File: config.mk
export PLATFORM = sky130hd
export DESIGN_NAME = ps2_scan_receiver
export DESIGN_NICKNAME = d
export VERILOG_FILES = /design/src/rtl/ps2_scan_receiver.sv
export SDC_FILE = /design/constraint.sdc
export NUM_CORES = 1
export LEC_CHECK = 0
export ABC_AREA = 1
export CORE_MARGIN = 3
export CORE_UTILIZATION = 59
export CTS_CLUSTER_DIAMETER = 30
export DETAILED_ROUTE_END_ITERATION = 8
export HOLD_SLACK_MARGIN = 0.03
export PLACE_DENSITY = 0.83
export RECOVER_POWER = 25
export SLEW_MARGIN = 10
export SYNTH_ARGS = -nofsm -noshare
export SYNTH_HDL_FRONTEND = slang
export SYNTH_SLANG_ARGS = --single-unit
File: constraint.sdc
create_clock -name clock -period 2.2 [get_ports clock]
set_input_delay 0.33 -clock clock [delete_from_list [all_inputs] [get_ports clock]]
set_output_delay 0.33 -clock clock [all_outputs]
set_load 0.02 [all_outputs]
File: src/rtl/ps2_scan_receiver.sv
// PS/2 keyboard scancode receiver.
// Both PS/2 lines are synchronised and glitch-filtered. A frame FSM samples
// data on each filtered clock falling edge and checks odd parity and the stop
// bit. E0/F0 prefixes are folded into the ext/make qualifiers of the code
// that follows them. Frames that stall mid-way are abandoned after a timeout.
module ps2_scan_receiver #(
   parameter int FILTER  = 8,
   parameter int TIMEOUT = 65536
) (
   input  logic       clock,
   input  logic       reset,
   input  logic       ps2Ck,
   input  logic       ps2D,
   output logic       strb,
   output logic       make,
   output logic [7:0] code,
   output logic       ext,
   output logic       err
);

   localparam int FW = (FILTER > 1) ? $clog2(FILTER) : 1;
   localparam int TW = (TIMEOUT > 1) ? $clog2(TIMEOUT) : 1;
   localparam logic [FW-1:0] FILT_LAST = FW'(FILTER - 1);
   localparam logic [TW-1:0] TMO_LAST  = TW'(TIMEOUT - 1);

   typedef enum logic [1:0] {
      ST_IDLE   = 2'd0,
      ST_DATA   = 2'd1,
      ST_PARITY = 2'd2,
      ST_STOP   = 2'd3
   } state_t;

   // Odd parity holds when data plus parity bit contain an odd number of ones.
   function automatic logic odd_parity_ok(input logic [7:0] data, input logic par);
      return ^{data, par};
   endfunction

   // Line index 0 carries the PS/2 clock, index 1 the PS/2 data.
   logic [1:0]    meta_r;
   logic [1:0]    sync_r;
   logic [1:0]    filt_r;
   logic [FW-1:0] fcnt_r [2];
   logic          ck_hist_r;

   state_t        state_r, state_s;
   logic [2:0]    bit_cnt_r, bit_cnt_s;
   logic [7:0]    shift_r, shift_s;
   logic          par_r, par_s;
   logic          ext_flag_r, ext_flag_s;
   logic          rel_flag_r, rel_flag_s;
   logic [TW-1:0] tmo_r;
   logic          strb_r, strb_s;
   logic          err_r, err_s;
   logic          make_r, make_s;
   logic          ext_r, ext_s;
   logic [7:0]    code_r, code_s;

   logic          fall_s;
   logic          d_s;
   logic          tmo_hit_s;

   assign fall_s    = ck_hist_r & ~filt_r[0];
   assign d_s       = filt_r[1];
   assign tmo_hit_s = (tmo_r == TMO_LAST) && (state_r != ST_IDLE);

   // Two-flop synchronisers and per-line filters; lines idle high.
   always_ff @(posedge clock) begin
      if (reset) begin
         meta_r    <= 2'b11;
         sync_r    <= 2'b11;
         filt_r    <= 2'b11;
         ck_hist_r <= 1'b1;
         for (int i = 0; i < 2; i++) begin
            fcnt_r[i] <= {FW{1'b0}};
         end
      end else begin
         meta_r    <= {ps2D, ps2Ck};
         sync_r    <= meta_r;
         ck_hist_r <= filt_r[0];
         for (int i = 0; i < 2; i++) begin
            if (sync_r[i] == filt_r[i]) begin
               fcnt_r[i] <= {FW{1'b0}};
            end else if (fcnt_r[i] == FILT_LAST) begin
               filt_r[i] <= sync_r[i];
               fcnt_r[i] <= {FW{1'b0}};
            end else begin
               fcnt_r[i] <= fcnt_r[i] + {{(FW-1){1'b0}}, 1'b1};
            end
         end
      end
   end

   // Stall timer: cleared by clock edges and in IDLE, saturates at its limit.
   always_ff @(posedge clock) begin
      if (reset) begin
         tmo_r <= {TW{1'b0}};
      end else if (fall_s || (state_r == ST_IDLE)) begin
         tmo_r <= {TW{1'b0}};
      end else if (tmo_r != TMO_LAST) begin
         tmo_r <= tmo_r + {{(TW-1){1'b0}}, 1'b1};
      end else begin
         tmo_r <= tmo_r;
      end
   end

   // Frame FSM state and registered outputs.
   always_ff @(posedge clock) begin
      if (reset) begin
         state_r    <= ST_IDLE;
         bit_cnt_r  <= 3'd0;
         shift_r    <= 8'h00;
         par_r      <= 1'b0;
         ext_flag_r <= 1'b0;
         rel_flag_r <= 1'b0;
         strb_r     <= 1'b0;
         err_r      <= 1'b0;
         make_r     <= 1'b0;
         ext_r      <= 1'b0;
         code_r     <= 8'h00;
      end else begin
         state_r    <= state_s;
         bit_cnt_r  <= bit_cnt_s;
         shift_r    <= shift_s;
         par_r      <= par_s;
         ext_flag_r <= ext_flag_s;
         rel_flag_r <= rel_flag_s;
         strb_r     <= strb_s;
         err_r      <= err_s;
         make_r     <= make_s;
         ext_r      <= ext_s;
         code_r     <= code_s;
      end
   end

   // Next-state, bit assembly, frame validation and prefix handling.
   always_comb begin
      state_s    = state_r;
      bit_cnt_s  = bit_cnt_r;
      shift_s    = shift_r;
      par_s      = par_r;
      ext_flag_s = ext_flag_r;
      rel_flag_s = rel_flag_r;
      strb_s     = 1'b0;
      err_s      = 1'b0;
      make_s     = make_r;
      ext_s      = ext_r;
      code_s     = code_r;

      if (tmo_hit_s) begin
         // Stalled frame: drop everything silently.
         state_s    = ST_IDLE;
         bit_cnt_s  = 3'd0;
         shift_s    = 8'h00;
         ext_flag_s = 1'b0;
         rel_flag_s = 1'b0;
      end else if (fall_s) begin
         case (state_r)
            ST_IDLE: begin
               if (!d_s) begin
                  state_s   = ST_DATA;
                  bit_cnt_s = 3'd0;
                  shift_s   = 8'h00;
               end else begin
                  state_s = ST_IDLE;
               end
            end
            ST_DATA: begin
               shift_s   = {d_s, shift_r[7:1]};
               bit_cnt_s = bit_cnt_r + 3'd1;
               if (bit_cnt_r == 3'd7) begin
                  state_s = ST_PARITY;
               end else begin
                  state_s = ST_DATA;
               end
            end
            ST_PARITY: begin
               par_s   = d_s;
               state_s = ST_STOP;
            end
            ST_STOP: begin
               state_s = ST_IDLE;
               if (odd_parity_ok(shift_r, par_r) && d_s) begin
                  if (shift_r == 8'hE0) begin
                     ext_flag_s = 1'b1;
                  end else if (shift_r == 8'hF0) begin
                     rel_flag_s = 1'b1;
                  end else begin
                     strb_s     = 1'b1;
                     code_s     = shift_r;
                     make_s     = ~rel_flag_r;
                     ext_s      = ext_flag_r;
                     ext_flag_s = 1'b0;
                     rel_flag_s = 1'b0;
                  end
               end else begin
                  err_s      = 1'b1;
                  ext_flag_s = 1'b0;
                  rel_flag_s = 1'b0;
               end
            end
            default: begin
               state_s = ST_IDLE;
            end
         endcase
      end else begin
         state_s = state_r;
      end
   end

   assign strb = strb_r;
   assign err  = err_r;
   assign make = make_r;
   assign ext  = ext_r;
   assign code = code_r;

endmodule
==> results.yml, run 1 <==
critical_path:
  cp-end-kind: "flop"
  cp-start-kind: "flop"
  reg2reg_depth: 9
  path_max_fanout: 8
  slowest_stage: "dfxtp_1"
  path_cells: "ha_1, nand3_1, nor2_1, nand2_1, inv_1, a21oi_1, inv_1, buf_4, nor2_1"
  critPathRequiredTime_ns: 2.42
  crit_arrival_ns: 2.16
  criticalPathCategory: "reg2reg"
  cp_slowest_stage_delay_ns: 0.38
sta:
  slew_headroom_pct: 53.72
  slew_violations: 0
  setup_ws_ns: 0.2644
  setup_viol: 0
  rsz0062_at_grt: "no"
  fmax_ghz: 0.5166
  finClkSkew_ns: 0.007107
  hold_viol_final: 0
  tns_ns: 0
  fin_crit_sh_pct: 87.98
  tightest_slew_ns: 0.6917
  layout_min_cycle_time_ns: 1.936
yosys:
  yosysUniqueCellTypes: 36
  synth_top_area_cell: "dfxtp_1"
  syn_inst: 380
  ys_seq_area_share_pct: 43.72
  netlist_top_cells_count: "nand2_1 (90), nor2_1 (65), inv_1 (58)"
  synth_top_family_by_area: "simple AND/OR/NAND/NOR gates"
  synth-async-reset-ratio_pct: 0
  ys_seq_elements: 57
  synth.most_common_cell: "nand2_1"
  synth_mux_area_share_pct: 0
  syn_avg_cell_area_sq_um: 7.231
  synth_xor_xnor_area_share_pct: 2.869
  synth_top_area_share_pct: 37.16
  synthSimpleGateAreaFrac_pct: 30.65
  ys_warn_count: 0
  synth.area.top_cells: "dfxtp_1 (37%), nand2_1 (12%), nor2_1 (8.9%), inv_1 (7.9%), edfxtp_1 (6.6%)"
  synthAdderAreaFrac_pct: 3.188
  synth-edff-count: 6
  synthFlopType: "dfxtp_1"
  synth_compound_area_share_pct: 9.335
  syn-cell-area_sq_um: 2748
clocking:
  path_clk_slew_ns: 0.06
  cts_hold_buffers: 0
  cts_resized: 0
  cts_max_path_buffers: 2
  postCtsSetupBuffers: 0
  root_buffer: "clkbuf_8"
  cts_made_buffers: 9
  cts_tree: "done"
  worstSkewPairLatency_ns: 0.33
  clock_sinks: 57
  htree_levels: 3
power_and_ir_drop:
  p_clk_share_pct: 41.0
  switchingPower_mw: 0.4450
  p_leak_nw: 1.482
  power_density_nw_per_um2: 619.1
  p_seq_share_pct: 55.6
  vdd.ir_drop.worst_v: 0.0004208
  intPower_mw: 1.482
  switching_share_pct: 23.09
  combPwrFrac_pct: 3.4
cells_and_area:
  drive_gt1_share_pct: 7.039
  layout.cells.non_filler: 464
  layout.nets: 418
  area_growth_pct: 13.30
  stdcell_area_sq_um: 3113
  antenna_cells: 0
hold_path:
  whs_path_depth: 1
  hold_class: "reg2reg"
die:
  rows: 24
  die_area_sq_um: 5512
  ioPinCount: 16
  floorplan.initialDensity_pct: 62.24
  fp.coreArea_sq_um: 4414
  die_h_um: 74.24
  die_w_um: 74.24
global_route:
  antenna_found_initial: 0
  overflow: 0
  grt_pass1_vias: 2123
  grt_pass1_wl_mm: 9.190
  track_usage_pct: 21.60
  grt_max_degree: 20
detailed_routing:
  detailedRoute.firstIterationViolations: 153
  wl_per_cell_um: 11.30
  drt_wl_total_mm: 5.243
  drc: 0
  via_count: 2370
  ant_nets: 0
  vias_per_cell: 5.108
  drtPass1Iterations: 5
placed_design:
  dpl.hpwl_mm: 3.839
  placed_cell_area_sq_um: 2963
  dp_slack_ns: 0.2999
  gp_congestion: 0.8736
  dp.cells: 448
  portBuffers: 15
run:
  maxCapViolations: 0
run_status:
  status: "finished, final reports clean"
## routing by layer
metal,GRT usage [%],wire length [um],up-vias
li1,-,-,1245
met1,28.46,2502,1039
met2,32.58,2244,67
met3,6.757,316,19
met4,9.684,180,0
met5,0,0,-
## power groups by stage
stage	logic, mW	registers [mW]	clock network, mW
2_1_floorplan	0.0463	1.09	0
3_3_place_gp	0.0654	1.09	0
3_5_place_dp	0.0662	1.09	0
4_1_cts	0.0672	1.07	0.799
5_1_grt	0.0775	1.07	0.858
6_report	0.0657	1.07	0.790
## layout make-up
| type | instances | area [sq um] |
|---|---|---|
| fillers | 368 | 1301 |
| inverters | 59 | 221.5 |
| clock inverters | 5 | 22.52 |
| well taps | 52 | 65.06 |
| flip-flops and latches | 57 | 1201 |
| clock buffers | 11 | 131.4 |
| repair buffers | 20 | 183.9 |
| multi-input cells | 260 | 1287 |
## cells in the final DEF (no fill, tap or decap), types with 2 or more instances in the layout
master / synthesis / layout
dlygate4sd3_1: 0 / 4
clkdlybuf4s50_1: 0 / 11
conb_1: 1 / 6
dfxtp_1: 51 / 51
o21ai_0: 11 / 11
ha_1: 7 / 7
a22oi_1: 10 / 10
clkbuf_1: 3 / 3
nor3b_1: 2 / 2
or2_2: 5 / 5
nand2_1: 90 / 90
clkinv_2: 0 / 3
xnor2_1: 3 / 3
nand4_1: 3 / 3
clkbuf_8: 0 / 9
nor3_1: 7 / 7
inv_1: 58 / 58
clkinv_1: 0 / 2
nor2_1: 65 / 65
buf_4: 1 / 4
xor2_1: 6 / 6
edfxtp_1: 6 / 6
a21oi_1: 16 / 16
nand3_1: 15 / 15
## worst paths after layout
check	slack [ns]	endpoint	from
worst max-delay path	0.26	shift_r[0]	tmo_r[0]
worst max register to register	0.26	shift_r[0]	tmo_r[0]
worst min-delay path	0.41	sync_r[0]	meta_r[0]
worst min register to register	0.41	sync_r[0]	meta_r[0]
## metrics by stage
stage                     utilization (%)  total power [mW]  hold WS (ns)
after floorplan                         -             1.138        0.3895
after global placement              67.12             1.159        0.3951
after detailed placement            67.12             1.160        0.4009
after CTS                           70.61             1.937        0.4161
after global routing                70.52             2.008        0.4394
final                               70.52             1.927        0.4115
## state kept, by name, indices dropped and copies added, names as in the netlist, named ones only
| signal | flops |
|---|---|
| err | 1 |
| sync_r | 2 |
| fcnt_r | 6 |
| ext_flag_r | 1 |
| par_r | 1 |
| code | 8 |
| state_r | 1 |
| filt_r | 2 |
| rel_flag_r | 1 |
| meta_r | 2 |
| strb | 1 |
| shift_r | 8 |
| ck_hist_r | 1 |
| bit_cnt_r | 3 |
| ext | 1 |
| make | 1 |
| tmo_r | 16 |
## cells by family (layout without fill, tap and decap cells)
kind of cell	after synthesis	in the layout
AO/OA/AOI/OAI	43	43
AND/OR/NAND/NOR	195	195
XOR/XNOR	9	9
flip-flops	57	57
buffers and inverters	68	95
adder cells (fa/ha/maj)	7	7
other	1	6
## worst max-delay path, delay by kind of cell, from the launching register on
family,cells,cell delay (ns)
buffers and inverters,3,0.57
AO/OA/AOI/OAI,1,0.10
adder cells (fa/ha/maj),1,0.23
AND/OR/NAND/NOR,4,0.56
flip-flops,1,0.38
Note: power is estimated with default switching activity, not from simulation.
==> run 2, diff against run 1 <==
ABC_CLOCK_PERIOD_IN_PS = 2200   (was default)
==> results of run 2 <==
Final layout, timing and power as in run 1 (identical DEF).
